===== config.mk =====
export PLATFORM = sky130hd
export DESIGN_NAME = pwm_decoder
export DESIGN_NICKNAME = d
export VERILOG_FILES = /design/src/rtl/pwm_decoder_pkg.sv /design/src/rtl/pwm_decoder_sync_edge.sv /design/src/rtl/pwm_decoder.sv
export SDC_FILE = /design/constraint.sdc
export NUM_CORES = 1
export LEC_CHECK = 0
export BUFFER_PORTS_ARGS = -buffer_cell sky130_fd_sc_hd__buf_2
export CORE_UTILIZATION = 35
export DETAILED_ROUTE_END_ITERATION = 7
export PLACE_DENSITY = 0.65
export SLEW_MARGIN = 20
export SYNTH_ARGS = -nofsm -noshare
export SYNTH_HDL_FRONTEND = slang
export SYNTH_HIERARCHICAL = 1
export SYNTH_SLANG_ARGS = --single-unit

===== constraint.sdc =====
create_clock -name clk -period 2.3 [get_ports clk]
set_clock_uncertainty 0.2 [all_clocks]
set_input_delay 0.23 -clock clk [delete_from_list [all_inputs] [get_ports clk]]
set_output_delay 0.23 -clock clk [all_outputs]
set_load 0.05 [all_outputs]

===== src/rtl/pwm_decoder_pkg.sv =====
// Definitions shared by the PWM generator, the decoder and their benches:
// default duty width, nominal period and lock FSM encodings.
package pwm_decoder_pkg;

  localparam int unsigned DC_W_DEF   = 4;
  localparam int unsigned PWM_PERIOD = 2 ** DC_W_DEF;

  typedef logic [1:0] fsm_state_t;

  localparam fsm_state_t ACQ    = 2'd0;
  localparam fsm_state_t TRACK  = 2'd1;
  localparam fsm_state_t LOCKED = 2'd2;

  // Map a (DC_W+1)-bit high-sample count onto the DC_W-bit duty field;
  // a fully-high window saturates to all-ones.
  function automatic logic [7:0] sat_duty(input logic [8:0] raw, input int unsigned dc_w);
    logic [8:0] full_val;
    logic [8:0] ones;
    full_val = 9'd1 << dc_w;
    ones     = full_val - 9'd1;
    sat_duty = (raw == full_val) ? ones[7:0] : raw[7:0];
  endfunction

endpackage


===== src/rtl/pwm_decoder_sync_edge.sv =====
// Two-flop synchronizer for an asynchronous input with a rising-edge strobe
// on the synchronized signal.
module sync_edge (
  input  logic clk,
  input  logic reset,
  input  logic d,
  output logic q,
  output logic rise
);

  logic s1;
  logic s2;
  logic s2_d;

  always_ff @(posedge clk or posedge reset) begin
    if (reset) begin
      s1   <= 1'b0;
      s2   <= 1'b0;
      s2_d <= 1'b0;
    end else begin
      s1   <= d;
      s2   <= s1;
      s2_d <= s2;
    end
  end

  assign q    = s2;
  assign rise = s2 & ~s2_d;

endmodule


===== src/rtl/pwm_decoder.sv =====
// PWM duty-cycle decoder: counts high samples over fixed 2**DC_W-clock windows,
// checks rising-edge spacing and tracks stability of successive readings.
module pwm_decoder
  import pwm_decoder_pkg::*;
#(
  parameter int unsigned DC_W     = DC_W_DEF,
  parameter int unsigned LOCK_CNT = 2
) (
  input  logic            clk,
  input  logic            reset,
  input  logic            pwm_in,
  output logic [DC_W-1:0] duty_cycle,
  output logic            valid,
  output logic            full_high,
  output logic            locked,
  output logic            period_err
);

  localparam logic [DC_W-1:0] WIN_MAX  = '1;
  localparam logic [DC_W:0]   GAP_NOM  = {1'b1, {DC_W{1'b0}}};
  localparam logic [DC_W:0]   GAP_SAT  = '1;
  localparam logic [DC_W:0]   GAP_ONE  = {{DC_W{1'b0}}, 1'b1};
  localparam logic [2:0]      LOCK_TGT = 3'(LOCK_CNT);

  logic pwm_s;
  logic rise;

  sync_edge u_sync (
    .clk   (clk),
    .reset (reset),
    .d     (pwm_in),
    .q     (pwm_s),
    .rise  (rise)
  );

  // Measurement window
  logic [DC_W-1:0] win_cnt;
  logic [DC_W:0]   acc;
  logic [DC_W:0]   raw;
  logic            win_end;
  logic            raw_full;
  logic [7:0]      duty_sat;

  assign win_end  = (win_cnt == WIN_MAX);
  assign raw      = acc + {{DC_W{1'b0}}, pwm_s};
  assign raw_full = raw[DC_W];

  always_comb begin
    duty_sat = sat_duty(9'(raw), DC_W);
  end

  always_ff @(posedge clk or posedge reset) begin
    if (reset) begin
      win_cnt    <= '0;
      acc        <= '0;
      duty_cycle <= '0;
      full_high  <= 1'b0;
      valid      <= 1'b0;
    end else begin
      win_cnt <= win_cnt + 1'b1;
      valid   <= win_end;
      if (win_end) begin
        acc        <= '0;
        duty_cycle <= duty_sat[DC_W-1:0];
        full_high  <= raw_full;
      end else begin
        acc <= raw;
      end
    end
  end

  // Rising-edge spacing check; the first rise after reset only arms it
  logic [DC_W:0] gap_cnt;
  logic          seen_rise;
  logic          err_now;

  assign err_now = rise & seen_rise & (gap_cnt != GAP_NOM);

  always_ff @(posedge clk or posedge reset) begin
    if (reset) begin
      gap_cnt    <= '0;
      seen_rise  <= 1'b0;
      period_err <= 1'b0;
    end else begin
      period_err <= err_now;
      if (rise) begin
        gap_cnt   <= GAP_ONE;
        seen_rise <= 1'b1;
      end else if (gap_cnt != GAP_SAT) begin
        gap_cnt <= gap_cnt + 1'b1;
      end
    end
  end

  // Lock FSM; a spacing error overrides a reading landing in the same cycle
  fsm_state_t state;
  fsm_state_t state_nxt;
  logic [DC_W:0] ref_raw;
  logic [DC_W:0] ref_nxt;
  logic [2:0]    match_cnt;
  logic [2:0]    match_nxt;
  logic [2:0]    match_inc;

  assign match_inc = match_cnt + 3'd1;

  always_comb begin
    state_nxt = state;
    ref_nxt   = ref_raw;
    match_nxt = match_cnt;
    if (err_now) begin
      state_nxt = ACQ;
      match_nxt = '0;
    end else if (win_end) begin
      unique case (state)
        ACQ: begin
          state_nxt = TRACK;
          ref_nxt   = raw;
          match_nxt = '0;
        end
        TRACK: begin
          if (raw == ref_raw) begin
            match_nxt = match_inc;
            if (match_inc == LOCK_TGT) state_nxt = LOCKED;
          end else begin
            ref_nxt   = raw;
            match_nxt = '0;
          end
        end
        LOCKED: begin
          if (raw != ref_raw) begin
            state_nxt = TRACK;
            ref_nxt   = raw;
            match_nxt = '0;
          end
        end
        default: begin
          state_nxt = ACQ;
          match_nxt = '0;
        end
      endcase
    end
  end

  always_ff @(posedge clk or posedge reset) begin
    if (reset) begin
      state     <= ACQ;
      ref_raw   <= '0;
      match_cnt <= '0;
    end else begin
      state     <= state_nxt;
      ref_raw   <= ref_nxt;
      match_cnt <= match_nxt;
    end
  end

  assign locked = (state == LOCKED);

endmodule

# ---- Word-level counts from Yosys, hierarchy flattened
# Cells that the tools add are included.
dict set report word_totals {
  inputBits 3
  mem_bits_ro 0
  ram_bits 0
  latchBits 0
  mem_count 0
  word_cells 62
  regBits 35
}
dict set report op_classes {
  add_sub_neg 4
  n_mul 0
  n_reduce_logical 7
  n_eq_ne 14
  n_lt_le_gt_ge 0
  n_mux 18
  n_div 0
  bitwise_logic 5
  shift 0
}
# operator n
set ops {}
lappend ops {{two-way mux 5 bit} 5}
lappend ops {{case mux 5 bit (3 select lines)} 1}
lappend ops {{two-way mux 3 bit} 4}
lappend ops {{two-way mux 2 bit} 5}
lappend ops {{!= test 5 bit, second input constant} 2}
lappend ops {{!= test 3 bit, second input constant} 2}
lappend ops {{case mux 2 bit (3 select lines)} 1}
lappend ops {{case mux 3 bit (2 select lines)} 1}
lappend ops {{adder 5 x 1 -> 5 bit} 1}
lappend ops {{adder 5 x 1 -> 5 bit, second input constant} 1}
lappend ops {{== test 5 bit} 1}
lappend ops {{== test 5 bit, second input constant} 1}
lappend ops {{!= test 5 bit} 1}
lappend ops {{AND reduction 5 bit} 1}
lappend ops {{adder 4 x 1 -> 4 bit, second input constant} 1}
lappend ops {{== test 4 bit, second input constant} 1}
lappend ops {{two-way mux 4 bit} 1}
lappend ops {{AND reduction 4 bit} 1}
lappend ops {{nonzero test 2 bit} 2}
lappend ops {{adder 3 x 1 -> 3 bit, second input constant} 1}
lappend ops {{bitwise AND 1 bit} 3}
lappend ops {{== test 3 x 2 -> 1 bit, second input constant} 1}
lappend ops {{!= test 3 x 1 -> 1 bit, second input constant} 1}
lappend ops {{nonzero test 3 bit} 1}
lappend ops {{7 further kinds} 8}

# ---- Logic depth before layout (Yosys ltp)
dict set report depth {
  word_depth 7
  mapped_depth 7
  ltp_nobuf 7
}

# ---- By module
# Netlist, hierarchy kept.
# mod cells_per_inst n_inst area_per_inst_um2 seq_area_each_um2
set by_module_without_submodules {}
lappend by_module_without_submodules {pwm_decoder 127 1 1522.7 800.8}
lappend by_module_without_submodules {sync_edge 5 1 92.6 75.1}

# ---- Worst setup path after synthesis
# No wires, ideal clock.
dict set report synth_timing {
  path_type {reg-to-reg}
  start {register u_sync.s2, in the netlist u_sync/q}
  end {register ref_raw[0]}
  period_less_slack_ps 2504
  path_buffers 0
  stages_incl_launch_ff 8
  required_time_ps 1975
  slack_ps -204
  arrival_time_ps 2180
  setup_time_ps 125
  path_cell_list {dfrtp_1 > ha_1 > ha_1 > xor3_1 > nor3_2 > a31oi_1 > o2111ai_2 > mux2_2}
}
dict set report synth_via {
  elab_chain_len 5
}
# item line_no
set synth_rtl {}
lappend synth_rtl {{from (decl)} pwm_decoder_sync_edge.sv:12} ;# logic s2;
lappend synth_rtl {{from (signal assigned)} pwm_decoder_sync_edge.sv:18} ;# s2 <= 1'b0;
lappend synth_rtl {{from (signal assigned)} pwm_decoder_sync_edge.sv:22} ;# s2 <= s1;
lappend synth_rtl {{branches (longest 5 deep; another with adder 5 x 1 -> 5 bit)} --}
lappend synth_rtl {{to (signal assigned)} pwm_decoder.sv:151} ;# ref_raw <= ref_nxt;
lappend synth_rtl {{to (decl)} pwm_decoder.sv:98} ;# logic [DC_W:0] ref_raw;
# Parallel ways; which one is timed is not known. The select of a mux whose other input is x is not followed.
# A chain may end at the register's enable or synchronous reset.

# ---- Final worst setup path
dict set report layout_timing {
  start {register u_sync.s2, in the netlist u_sync/q}
  end {register ref_raw[0]}
}
# item line_no
set layout_rtl {}
lappend layout_rtl {{adder 5 x 1 -> 5 bit (*)} pwm_decoder.sv:45} ;# assign raw = acc + {{DC_W{1'b0}}, pwm_s};
lappend layout_rtl {{named net raw[1]} pwm_decoder.sv:39} ;# logic [DC_W:0] raw;
lappend layout_rtl {{== test 5 bit / != test 5 bit (equally long branches)} {pwm_decoder.sv:121, pwm_decoder.sv:130}}
lappend layout_rtl {{!= test 2 bit (no line) / != test 2 x 1 -> 1 bit (equally long branches)} --}
lappend layout_rtl {{AND reduction 5 bit (no line) (*)} --}
# The timed path passes the listed nets; every way through them passes the cells marked *. The select of a mux whose other input is x is not followed.

==> flow_summary_export.csv <==
group,metric,value,unit
logic_synthesis,synth_fp_nets,143,
logic_synthesis,synth_warnings,6,
finish,seqCellArea,876,um^2
logic_synthesis,synth-seq-cells,35,
worst_setup_path,endpoint_kind,"flip-flop",
logic_synthesis,synth_area,0.00162,mm^2
timing,hold_viol,0,
global_route,gr-usage-met2,20.7,%
route,wirelength,2830,um
worst_setup_path,critPathArrivalTime,2250,ps
power,power_density,981,mW/mm^2
worst_setup_path,rr_endpoint,"ref_raw[0]$_DFFE_PP0P_",
global_route,met3_usage,3.75,%
finish,num-fill-cells,397,
timing,min_period_over_period,98.8,%
finish,final_area,0.00202,mm^2
timing,slew_headroom,68.3,%
timing,tightest_slew,474,ps
global_route,grt_pass1_vias,1121,
timing,period_minus_slack,2270,ps
power,p_leak,0.00100,uW
logic_synthesis,synth-main-ff-cell,"dfrtp_1",
finish,stdcell_count,215,
logic_synthesis,ys_seq_area_share,54.2,%
clock_network,root_buffer,"clkbuf_8",
clock_network,cts_max_path_buffers,2,
timing,setup_violations,0,
die,row_count,24,
timing,worst_slack,26.7,ps
global_route,grt_max_degree,21,
global_route,grt_use_met1,17.1,%
timing,rsz0062_at_grt,"yes",
route,wl_per_cell,13.2,um
logic_synthesis,avgSynthCellArea,12.2,um^2
finish,final_nets,173,
worst_setup_path,ff2ff_path_depth,8,
timing,maxSlewViolCount,0,
die,die_h,69.9,um
placed_design,dp.cells,203,
worst_setup_path,r2r_start,"u_sync/q$_DFF_PP0_",
finish,area_growth,25.1,%
route,drc,0,
placed_design,place_area,0.00183,mm^2
die,io-pin-count,11,
power,ir_worst_vdd,0.000639,V
placed_design,gp_congestion,0.747,
run,drv_cap,0,
placed_design,hpwl,2080,um
timing,tns,0,ps
logic_synthesis,yosysUniqueCellTypes,38,
die,start_util,36.8,%
global_route,grt_overflow,0,
clock_network,clk_pin_slew,70,ps
clock_network,clkLatencyLatePin,280,ps
global_route,antenna_found_initial,0,
finish,n_antenna_cell,0,
finish,multi_input_area,734,um^2
logic_synthesis,synth_edf_count,0,
die,coreArea,0.00438,mm^2
placed_design,preCtsSetupSlack,2.89,ps
global_route,grt_pass1_wl,5090,um
logic_synthesis,netlist_instances,132,
logic_synthesis,async_reset_ff_share,100,%
clock_network,htree_levels,2,
clock_network,cts_tree,"yes",
route,via_per_inst,5.00,
route,first_iter_violations,78,
worst_setup_path,critPathLaunchType,"flip-flop",
worst_hold_path,min_path_type,"input pin to asynchronous set/reset pin",
power,total_power,1980,uW
clock_network,cts_sinks,35,
die,die_area,0.00489,mm^2
finish,layout-drive-gt1-share,28.2,%
route,vias,1074,
route,dr.pass1.iters,4,
worst_setup_path,crit_type,"flip-flop to flip-flop",
die,fp.dieW,69.9,um
global_route,grt_usage,13.2,%
worst_setup_path,r2r_slack,30,ps
worst_setup_path,crit_path_max_fanout,5,
placed_design,portBuffers,10,
worst_setup_path,startpoint,"u_sync/q$_DFF_PP0_",
clock_network,cts_buffers,5,
timing,fmax,440,MHz
run_status,status,"complete, no violations",
route,drtAntennaViolNets,0,
global_route,busiest_layer,"met2",
worst_setup_path,cp.required,2280,ps
-- state kept, by name, indices dropped and copies added (netlist names), 2 cells and up --
register and count:
state 2, acc 5, match_cnt 3, ref_raw 5, gap_cnt 5, win_cnt 4, duty_cycle 4
-- critical path, cell delays in order, from the launching register on --
cell and delay (ps):
dfrtp_1 390, ha_2 200, ha_4 220, xor2_1 160
nor3_2 220, nand4_1 190, o2111ai_2 140, buf_6 160
mux2_4 290
-- metal layers --
metal	vias to the layer above	part of all wire, %
met4	0	1.8
met2	23	50
met5	-	0
li1	515	-
met3	5	5.1
met1	531	44
-- per-stage QoR --
| stage | hold WS (ps) | utilization [%] |
|---|---|---|
| after global placement | -85.1 | 41.7 |
| after floorplan | -216 | - |
| after detailed placement | -83.7 | 41.7 |
| final | 158 | 46.1 |
| after global routing | 173 | 46.1 |
| after CTS | 163 | 45.5 |
-- synthesized netlist by cell type, types with 2 or more instances --
cell,count,area (um^2)
and3_1,2,12.5
xor2_1,9,78.8
o22a_1,4,35.0
or2_2,2,12.5
a21oi_1,2,10.0
mux2i_1,3,30.0
nand2b_1,3,18.8
inv_1,10,37.5
nand4_1,2,12.5
nor2b_1,5,31.3
nand2_1,4,15.0
nand3_1,4,20.0
xnor2_1,6,52.6
nor2_1,7,26.3
mux2_2,5,56.3
dfrtp_1,35,876
ha_1,8,100
-- how the worst max path moves through the flow --
stage	end
CTS	ref_raw[3]$_DFFE_PP0P_
global placement	ref_raw[3]$_DFFE_PP0P_
detailed placement	ref_raw[0]$_DFFE_PP0P_
finish	ref_raw[0]$_DFFE_PP0P_
floorplan	ref_raw[0]$_DFFE_PP0P_
global route	ref_raw[0]$_DFFE_PP0P_
-- kinds of logic (layout without fill, tap and decap cells) --
group	count (synthesis)	after routing	synth area share [%]
flip-flops	35	35	54.2
adder cells (fa/ha/maj)	8	8	6.20
XOR/XNOR	16	16	9.61
AND/OR/NAND/NOR	36	36	13.0
multiplexers	8	8	5.34
buffers and inverters	12	43	3.25
AO/OA/AOI/OAI	17	17	8.37
-- timing repair --
| action | in CTS | in global routing |
|---|---|---|
| endpoints found under the setup margin | 4 | 12 |
| resized for setup | 1 | 3 |
| hold buffers | 2 | 0 |
| pin swaps | 2 | 1 |
| buffers inserted | 1 | 1 |
| endpoints found under the hold margin | 16 | 0 |
-- area by class of cell --
class / instances / area share [%]
multi-input combinational: 85 / 36.3
timing repair buffer: 25 / 8.48
sequential: 35 / 43.3
clock buffer: 5 / 3.41
tap: 52 / 3.22
inverter: 10 / 1.86
clock inverter: 3 / 3.34
-- power breakdown --
part           internal [uW]  switching (uW)
registers                727            83.2
clock network            432             223
logic                    223             294
-- cells in the final DEF (no fill, tap or decap), types with 2 or more instances in the layout --
cell type | Yosys | routed
a21oi_1 | 2 | 2
and3_1 | 2 | 2
buf_2 | 0 | 10
buf_4 | 0 | 12
bufinv_16 | 0 | 2
clkbuf_8 | 0 | 5
dfrtp_1 | 35 | 35
dlygate4sd3_1 | 0 | 2
ha_1 | 8 | 6
inv_1 | 10 | 10
mux2_4 | 0 | 4
mux2i_1 | 3 | 3
nand2_1 | 4 | 4
nand2b_1 | 3 | 3
nand3_1 | 4 | 4
nand4_1 | 2 | 2
nor2_1 | 7 | 7
nor2b_1 | 5 | 5
o22a_1 | 4 | 4
or2_2 | 2 | 2
xnor2_1 | 6 | 6
xor2_1 | 9 | 8
No activity file was read; power rests on OpenSTA's default activity.
